File: src/rtl/mem_access_stage.sv
// LEGv8 MEM stage: issues LDUR/STUR over a req/ack port and stalls upstream while busy.
// Define MEM_BYTE_OP_EN to add the ByteOp_d input for LDURB/STURB.
module mem_access_stage #(
    parameter int MAX_WAIT = 255,
    parameter int CNT_W    = 8
) (
    input  logic        clk,
    input  logic        reset,
    input  logic [63:0] alu_result_d,
    input  logic [63:0] store_data_d,
    input  logic [4:0]  reg_write_addr_d,
    input  logic        RegWrite_d,
    input  logic        MemRead_d,
    input  logic        MemWrite_d,
`ifdef MEM_BYTE_OP_EN
    input  logic        ByteOp_d,
`endif
    output logic        mem_req,
    output logic        mem_we,
    output logic [63:0] mem_addr,
    output logic [63:0] mem_wdata,
    output logic [7:0]  mem_be,
    input  logic        mem_ack,
    input  logic [63:0] mem_rdata,
    output logic [63:0] wb_data,
    output logic [4:0]  wb_reg_addr,
    output logic        wb_RegWrite,
    output logic        stall,
    output logic        mem_err
);

    typedef enum logic [1:0] {
        S_IDLE,
        S_REQ,
        S_RESP
    } state_t;

    state_t            r_state;
    logic              r_req;
    logic              r_we;
    logic [63:0]       r_addr;
    logic [63:0]       r_wdata;
    logic [7:0]        r_be;
    logic [CNT_W-1:0]  r_cnt;
    logic [63:0]       r_rdata;
    logic              r_err;
    logic              r_timeout;

    logic              w_mem_op;
    logic              w_timeout;
    logic [7:0]        w_be;
    logic [63:0]       w_wdata;
    logic [63:0]       w_rdata;

    assign w_mem_op  = MemRead_d | MemWrite_d;
    assign w_timeout = (MAX_WAIT > 0) && (r_cnt == CNT_W'(MAX_WAIT));

`ifdef MEM_BYTE_OP_EN
    // Byte stores replicate the byte on every lane; byte loads zero-extend the addressed lane.
    assign w_be    = ByteOp_d ? (8'b1 << alu_result_d[2:0]) : 8'hFF;
    assign w_wdata = ByteOp_d ? {8{store_data_d[7:0]}} : store_data_d;
    assign w_rdata = ByteOp_d ? {56'b0, mem_rdata[{r_addr[2:0], 3'b000} +: 8]}
                              : mem_rdata;
`else
    assign w_be    = 8'hFF;
    assign w_wdata = store_data_d;
    assign w_rdata = mem_rdata;
`endif

    always_ff @(posedge clk) begin
        if (reset) begin
            r_state   <= S_IDLE;
            r_req     <= 1'b0;
            r_we      <= 1'b0;
            r_addr    <= '0;
            r_wdata   <= '0;
            r_be      <= '0;
            r_cnt     <= '0;
            r_rdata   <= '0;
            r_err     <= 1'b0;
            r_timeout <= 1'b0;
        end else begin
            unique case (r_state)
                S_IDLE: begin
                    if (w_mem_op) begin
                        r_addr    <= alu_result_d;
                        r_wdata   <= w_wdata;
                        r_we      <= MemWrite_d;
                        r_be      <= w_be;
                        r_req     <= 1'b1;
                        r_cnt     <= '0;
                        r_timeout <= 1'b0;
                        r_state   <= S_REQ;
                    end
                end
                S_REQ: begin
                    if (mem_ack) begin
                        if (!r_we) begin
                            r_rdata <= w_rdata;
                        end
                        r_req   <= 1'b0;
                        r_cnt   <= '0;
                        r_state <= S_RESP;
                    end else if (w_timeout) begin
                        r_req     <= 1'b0;
                        r_cnt     <= '0;
                        r_err     <= 1'b1;
                        r_timeout <= 1'b1;
                        r_state   <= S_RESP;
                    end else if (r_cnt != '1) begin
                        r_cnt <= r_cnt + 1'b1;
                    end
                end
                S_RESP: begin
                    r_state <= S_IDLE;
                end
                default: begin
                    r_state <= S_IDLE;
                end
            endcase
        end
    end

    always_comb begin
        wb_data     = alu_result_d;
        wb_reg_addr = reg_write_addr_d;
        wb_RegWrite = RegWrite_d;
        stall       = 1'b0;
        unique case (r_state)
            S_IDLE: begin
                if (w_mem_op) begin
                    stall       = 1'b1;
                    wb_RegWrite = 1'b0;
                end
            end
            S_REQ: begin
                stall       = 1'b1;
                wb_RegWrite = 1'b0;
            end
            S_RESP: begin
                if (!r_we) begin
                    wb_data = r_rdata;
                end
                wb_RegWrite = RegWrite_d & ~r_timeout;
            end
            default: begin
                stall = 1'b0;
            end
        endcase
    end

    assign mem_req   = r_req;
    assign mem_we    = r_we;
    assign mem_addr  = r_addr;
    assign mem_wdata = r_wdata;
    assign mem_be    = r_be;
    assign mem_err   = r_err;

endmodule
File: config.mk
export PLATFORM = sky130hd
export DESIGN_NAME = mem_access_stage
export DESIGN_NICKNAME = d
export VERILOG_FILES = /design/src/rtl/mem_access_stage.sv
export SDC_FILE = /design/constraint.sdc
export NUM_CORES = 1
export LEC_CHECK = 0
export ABC_AREA = 1
export BUFFER_PORTS_ARGS = -buffer_cell sky130_fd_sc_hd__buf_4
export CAP_MARGIN = 10
export CORE_ASPECT_RATIO = 0.7
export CORE_MARGIN = 2
export CORE_UTILIZATION = 25
export DETAILED_ROUTE_END_ITERATION = 7
export GPL_TIMING_DRIVEN = 0
export PLACE_DENSITY = 0.54
export SYNTH_ARGS = -nofsm -noshare
export SYNTH_HDL_FRONTEND = slang
export SYNTH_SLANG_ARGS = --single-unit
File: constraint.sdc
create_clock -name clk -period 3.6 [get_ports clk]
set_input_delay 0.72 -clock clk [delete_from_list [all_inputs] [get_ports clk]]
set_output_delay 0.72 -clock clk [all_outputs]
set_load 0.01 [all_outputs]
* Yosys cells after proc, flatten, opt, wreduce, memory -nomap -nowiden *
Cells that the tools add are included.
W data, S select, Z words.

storage, ports and cells
  input bits = 203
  logic and storage cells = 57
  bits in latches = 0
  output and inout bits = 210
  ROM bits = 0
  memories = 0
  flip-flop bits (word level) = 207
  memory bits (writable) = 0

operators by class
  multipliers = 0
  add/subtract/negate cells = 1
  reduce and logical (&&, ||, !) cells = 9
  equal/unequal tests = 9
  divide/modulo/power cells = 0
  mux-type cells = 23
  bitwise logic cells = 5
  shift-type cells = 0
  magnitude comparators = 0

operators by type and width
  kind                   count
  $mux W64               2
  $mux W8                4
  $pmux W8 S2            1
  $reduce_and A3 Y1      4
  $add A8 B1 Y8 const B  1
  $eq A8 B8 Y1 const B   1
  $mux W1                8
  $ne A8 B8 Y1 const B   1
  $mux W2                3
  $ne A2 B2 Y1 const B   3
  $pmux W1 S2            3
  $ne A4 B4 Y1 const B   1
  $pmux W2 S2            1
  $reduce_and A2 Y1      2
  $reduce_and A4 Y1      1
  $ne A3 B3 Y1 const B   1
  $not A1 Y1             3
  $pmux W1 S3            1
  $eq A2 B1 Y1 const B   1
  $eq A2 B2 Y1 const B   1
  $logic_not A2 Y1       1
  $reduce_bool A2 Y1     1
  $and A1 B1 Y1          1
  $or A1 B1 Y1           1

* Logic depth before layout (Yosys ltp) *
  word-level depth = 5
  gate-level depth with buffers = 8
  gate-level depth less buffers = 8

* Worst setup path before layout *
Ideal clock, no wire load.

  kind = input-to-output
  start = in MemRead_d
  end = out wb_RegWrite
  data required time = 2.880 ns
  path buffers = 0
  cell stages on the path = 3
  arrival = 1.210 ns
  setup slack = 1.670 ns
  cell sequence = nand2_1 > nand3_2 > nor2_1

between the ends
  longest elaborated chain between the ends = 3

RTL lines
  element             line  RTL
  start: declaration  13    input logic MemRead_d,
  $or A1 B1 Y1        55    assign w_mem_op = MemRead_d | MemWrite_d;
  $mux W1             131   if (w_mem_op) begin
  $pmux W1 S3         129   unique case (r_state)
  end: declaration    27    output logic wb_RegWrite,

Every way passes these cells.

* Worst setup path after layout *
  start = reg r_state[1]
  end = out wb_data[44]

between the ends
  longest elaborated chain between the ends = 2

RTL lines
  element                   line  RTL
  start: declaration        38    state_t r_state;
  start signal: assignment  72    r_state <= S_IDLE;
  start signal: assignment  93    r_state <= S_REQ;
  start signal: assignment  103   r_state <= S_RESP;
  $eq A2 B2 Y1              129
  $mux W64                  129
  end: declaration          25    output logic [63:0] wb_data,

Every way passes these cells.

==> results.toml <==
[run]
cap_violations = 0

[layout]
mostFrequentLayoutCell = "buf_4"
nNetsFinal = 1724
fill_cells = 3345
stdcell_count = 1951
seq_area_um2 = 4140
area_delta_synth_final_pct = 53.3
multi_input_area_um2 = 3150
diodes = 0
mostFrequentLayoutCells = "buf_4, nor2_1, o21ai_0, dfxtp_1, nand2_1"
drive_gt1_frac = 0.321

[worst_setup_path]
path_max_fanout = 10
arrival_ns = 2.43
r2r_start = "r_state[0]$_SDFFE_PP0P_"
reg2reg_depth = 5
worstSetupPathType = "reg2out"
rr_endpoint = "mem_addr[46]$_SDFFE_PP0P_"
cp-end-kind = "output port"
worstSetupStartpointType = "flip-flop"
crit_start = "r_state[1]$_SDFFE_PP0P_"
critPathRequiredTime_ns = 2.88
r2r_slack_ns = 1.72

[pwr]
p_leak_nw = 5.86
powerDensity_nw_per_um2 = 500
p_total_mw = 6.15
p_int_mw = 4.43
peakVddDrop_mv = 0.208
power_frac_clock = 0.369
seqPwrFrac = 0.429
p_sw_frac = 0.280
pwr-share-comb = 0.201
switchingPower_mw = 1.73

[detailed_routing]
ant_nets = 0
via_per_inst = 4.41
routed_wl_um = 32800
wl_per_cell_um = 16.8
drt_iter0_drc = 511
drc_errors = 0
dr_total_vias = 8611
drtPass1Iterations = 5

[synth]
netlist_area_um2 = 8020
synth_mux_area_frac = 0
synth_compound_area_frac = 0.167
synth_adder_area_share = 0.00156
synth-warning-count = 0
synth_cell_type_count = 23
yosys.area_share.simple = 0.222
synthTopCellsByArea = "dfxtp_1, o21ai_0, nor2_1, nand2_1, nand3_1"
ys_seq_area_frac = 0.517
synth_top_area_share = 0.517
synth_top_family_by_area = "simple AND/OR/NAND/NOR gates"
ys_ff_latch = 207
syn_avg_cell_area_um2 = 7.36
syn-num-nets = 1293
synth_top_area_cell = "dfxtp_1"
synth_xor_area_frac = 0.00218
synthCells = 1089

[timing]
slew_viol_final = 0
fin_setup_tns_ns = 0
fin_crit_ns = 3.15
rsz0062_at_grt = "no"
clock_skew_ns = 0.00743
setup_viol = 0
tightest_slew_ns = 0.564
slew_headroom = 0.624
hold_violations = 0
max_freq_mhz = 318
post-route-period-util = 0.875

[global_routing]
grt_first_pass_wirelength_um = 48400
grt_use_total = 0.186
grt_pass1_vias = 8475
grt_overflow = 0
grt_max_degree = 13
antenna_found_initial = 1

[placed_design]
dp_cells = 1915
dp_hpwl_um = 25400
gp_congestion = 0.834
port_buffers = 406

[floorplanning]
die_y_um = 154
dieWidth_um = 218
rows = 54
start_util = 0.256
io_pins = 413
coreArea_um2 = 31400
die_area_um2 = 33600

[hold_path]
hold_path_class = "in2reg"
hold_end = "r_rdata[57]$_SDFFE_PP0P_"
hp-start = "mem_rdata[57]"
holdPathStages = 3

[clocking]
htree_levels = 1
cts_resized = 0
cts_hold_buf = 0
cts_tree = "done"
path_clk_slew_ns = 0.06
root_buffer = "clkbuf_16"
cts.sink_count = 207
cts_setup_buffers = 0
clockBufferDepth = 3
numCtsBuffers = 23
insertion_delay_ns = 0.51

[status]
status = "finished clean"
per-layer routing:
layer / track usage / vias to the layer above / wire (um)
met3: 0.0586 / 37 / 2910
li1: - / 4360 / -
met4: 0.0363 / 2 / 546
met2: 0.311 / 307 / 15200
met1: 0.235 / 3905 / 14100
met5: 0 / - / 12
worst max-delay path, cell delays in order, from the launching register on:
cell      delay, ns
dfxtp_1        0.35
inv_2          0.08
nor3_1         0.31
buf_2          0.38
clkbuf_1       0.41
o21ai_0        0.20
buf_4          0.18
logic make-up after synthesis:
group                    count (synthesis)
AND/OR/NAND/NOR                        442
AO/OA/AOI/OAI                          267
buffers and inverters                  170
flip-flops                             207
adder cells (fa/ha/maj)                  1
XOR/XNOR                                 2
final cells by class:
cell class / instances / area share
tap: 420 / 0.0427
sequential: 207 / 0.337
buffer: 89 / 0.0343
clock inverter: 2 / 0.00285
clock buffer: 34 / 0.0542
multi-input combinational: 712 / 0.256
timing repair buffer: 406 / 0.248
inverter: 81 / 0.0247
metrics by stage:
step                      cell area [um2]   util  hold WS (ns)  setup WS [ns]
after floorplan                      8020      -         0.433           1.67
after global routing                12300  0.392         0.418          0.297
after CTS                           12300  0.392         0.407          0.426
final                               12300  0.392         0.425          0.452
after global placement              11600  0.370         0.435          0.995
after detailed placement            11600  0.370         0.442          0.997
Yosys cell counts, drive strengths merged:
cell,number
nor2,269
o31ai,1
a21oi,7
clkbuf,40
nor3,3
dfxtp,207
ha,1
xor2,2
a211oi,1
inv,81
buf,49
o21ai,258
nand2,95
nand4,3
nand3,71
or2,1
sequential cells by signal, summed over array words and instances, names as in the netlist:
register and count:
r_state 2, mem_be 1, r_timeout 1, mem_wdata 64, r_rdata 64, mem_err 1
r_cnt 8, mem_we 1, mem_req 1, mem_addr 64
power groups by stage:
stage               registers [mW]  logic [mW]  clock network [mW]
floorplan                     2.74       0.471                   0
global placement              2.68        1.25                   0
detailed placement            2.69        1.26                   0
CTS                           2.64        1.26                2.33
global route                  2.67        1.36                2.43
finish                        2.64        1.24                2.27
worst max-delay path by stage:
stage	to	cells after the start
2_1_floorplan	wb_RegWrite	3
3_3_place_gp	wb_data[44]	6
3_5_place_dp	wb_data[44]	6
4_1_cts	wb_data[44]	6
5_1_grt	wb_data[44]	5
6_report	wb_data[44]	6
Power figures use the tool's default switching activity.
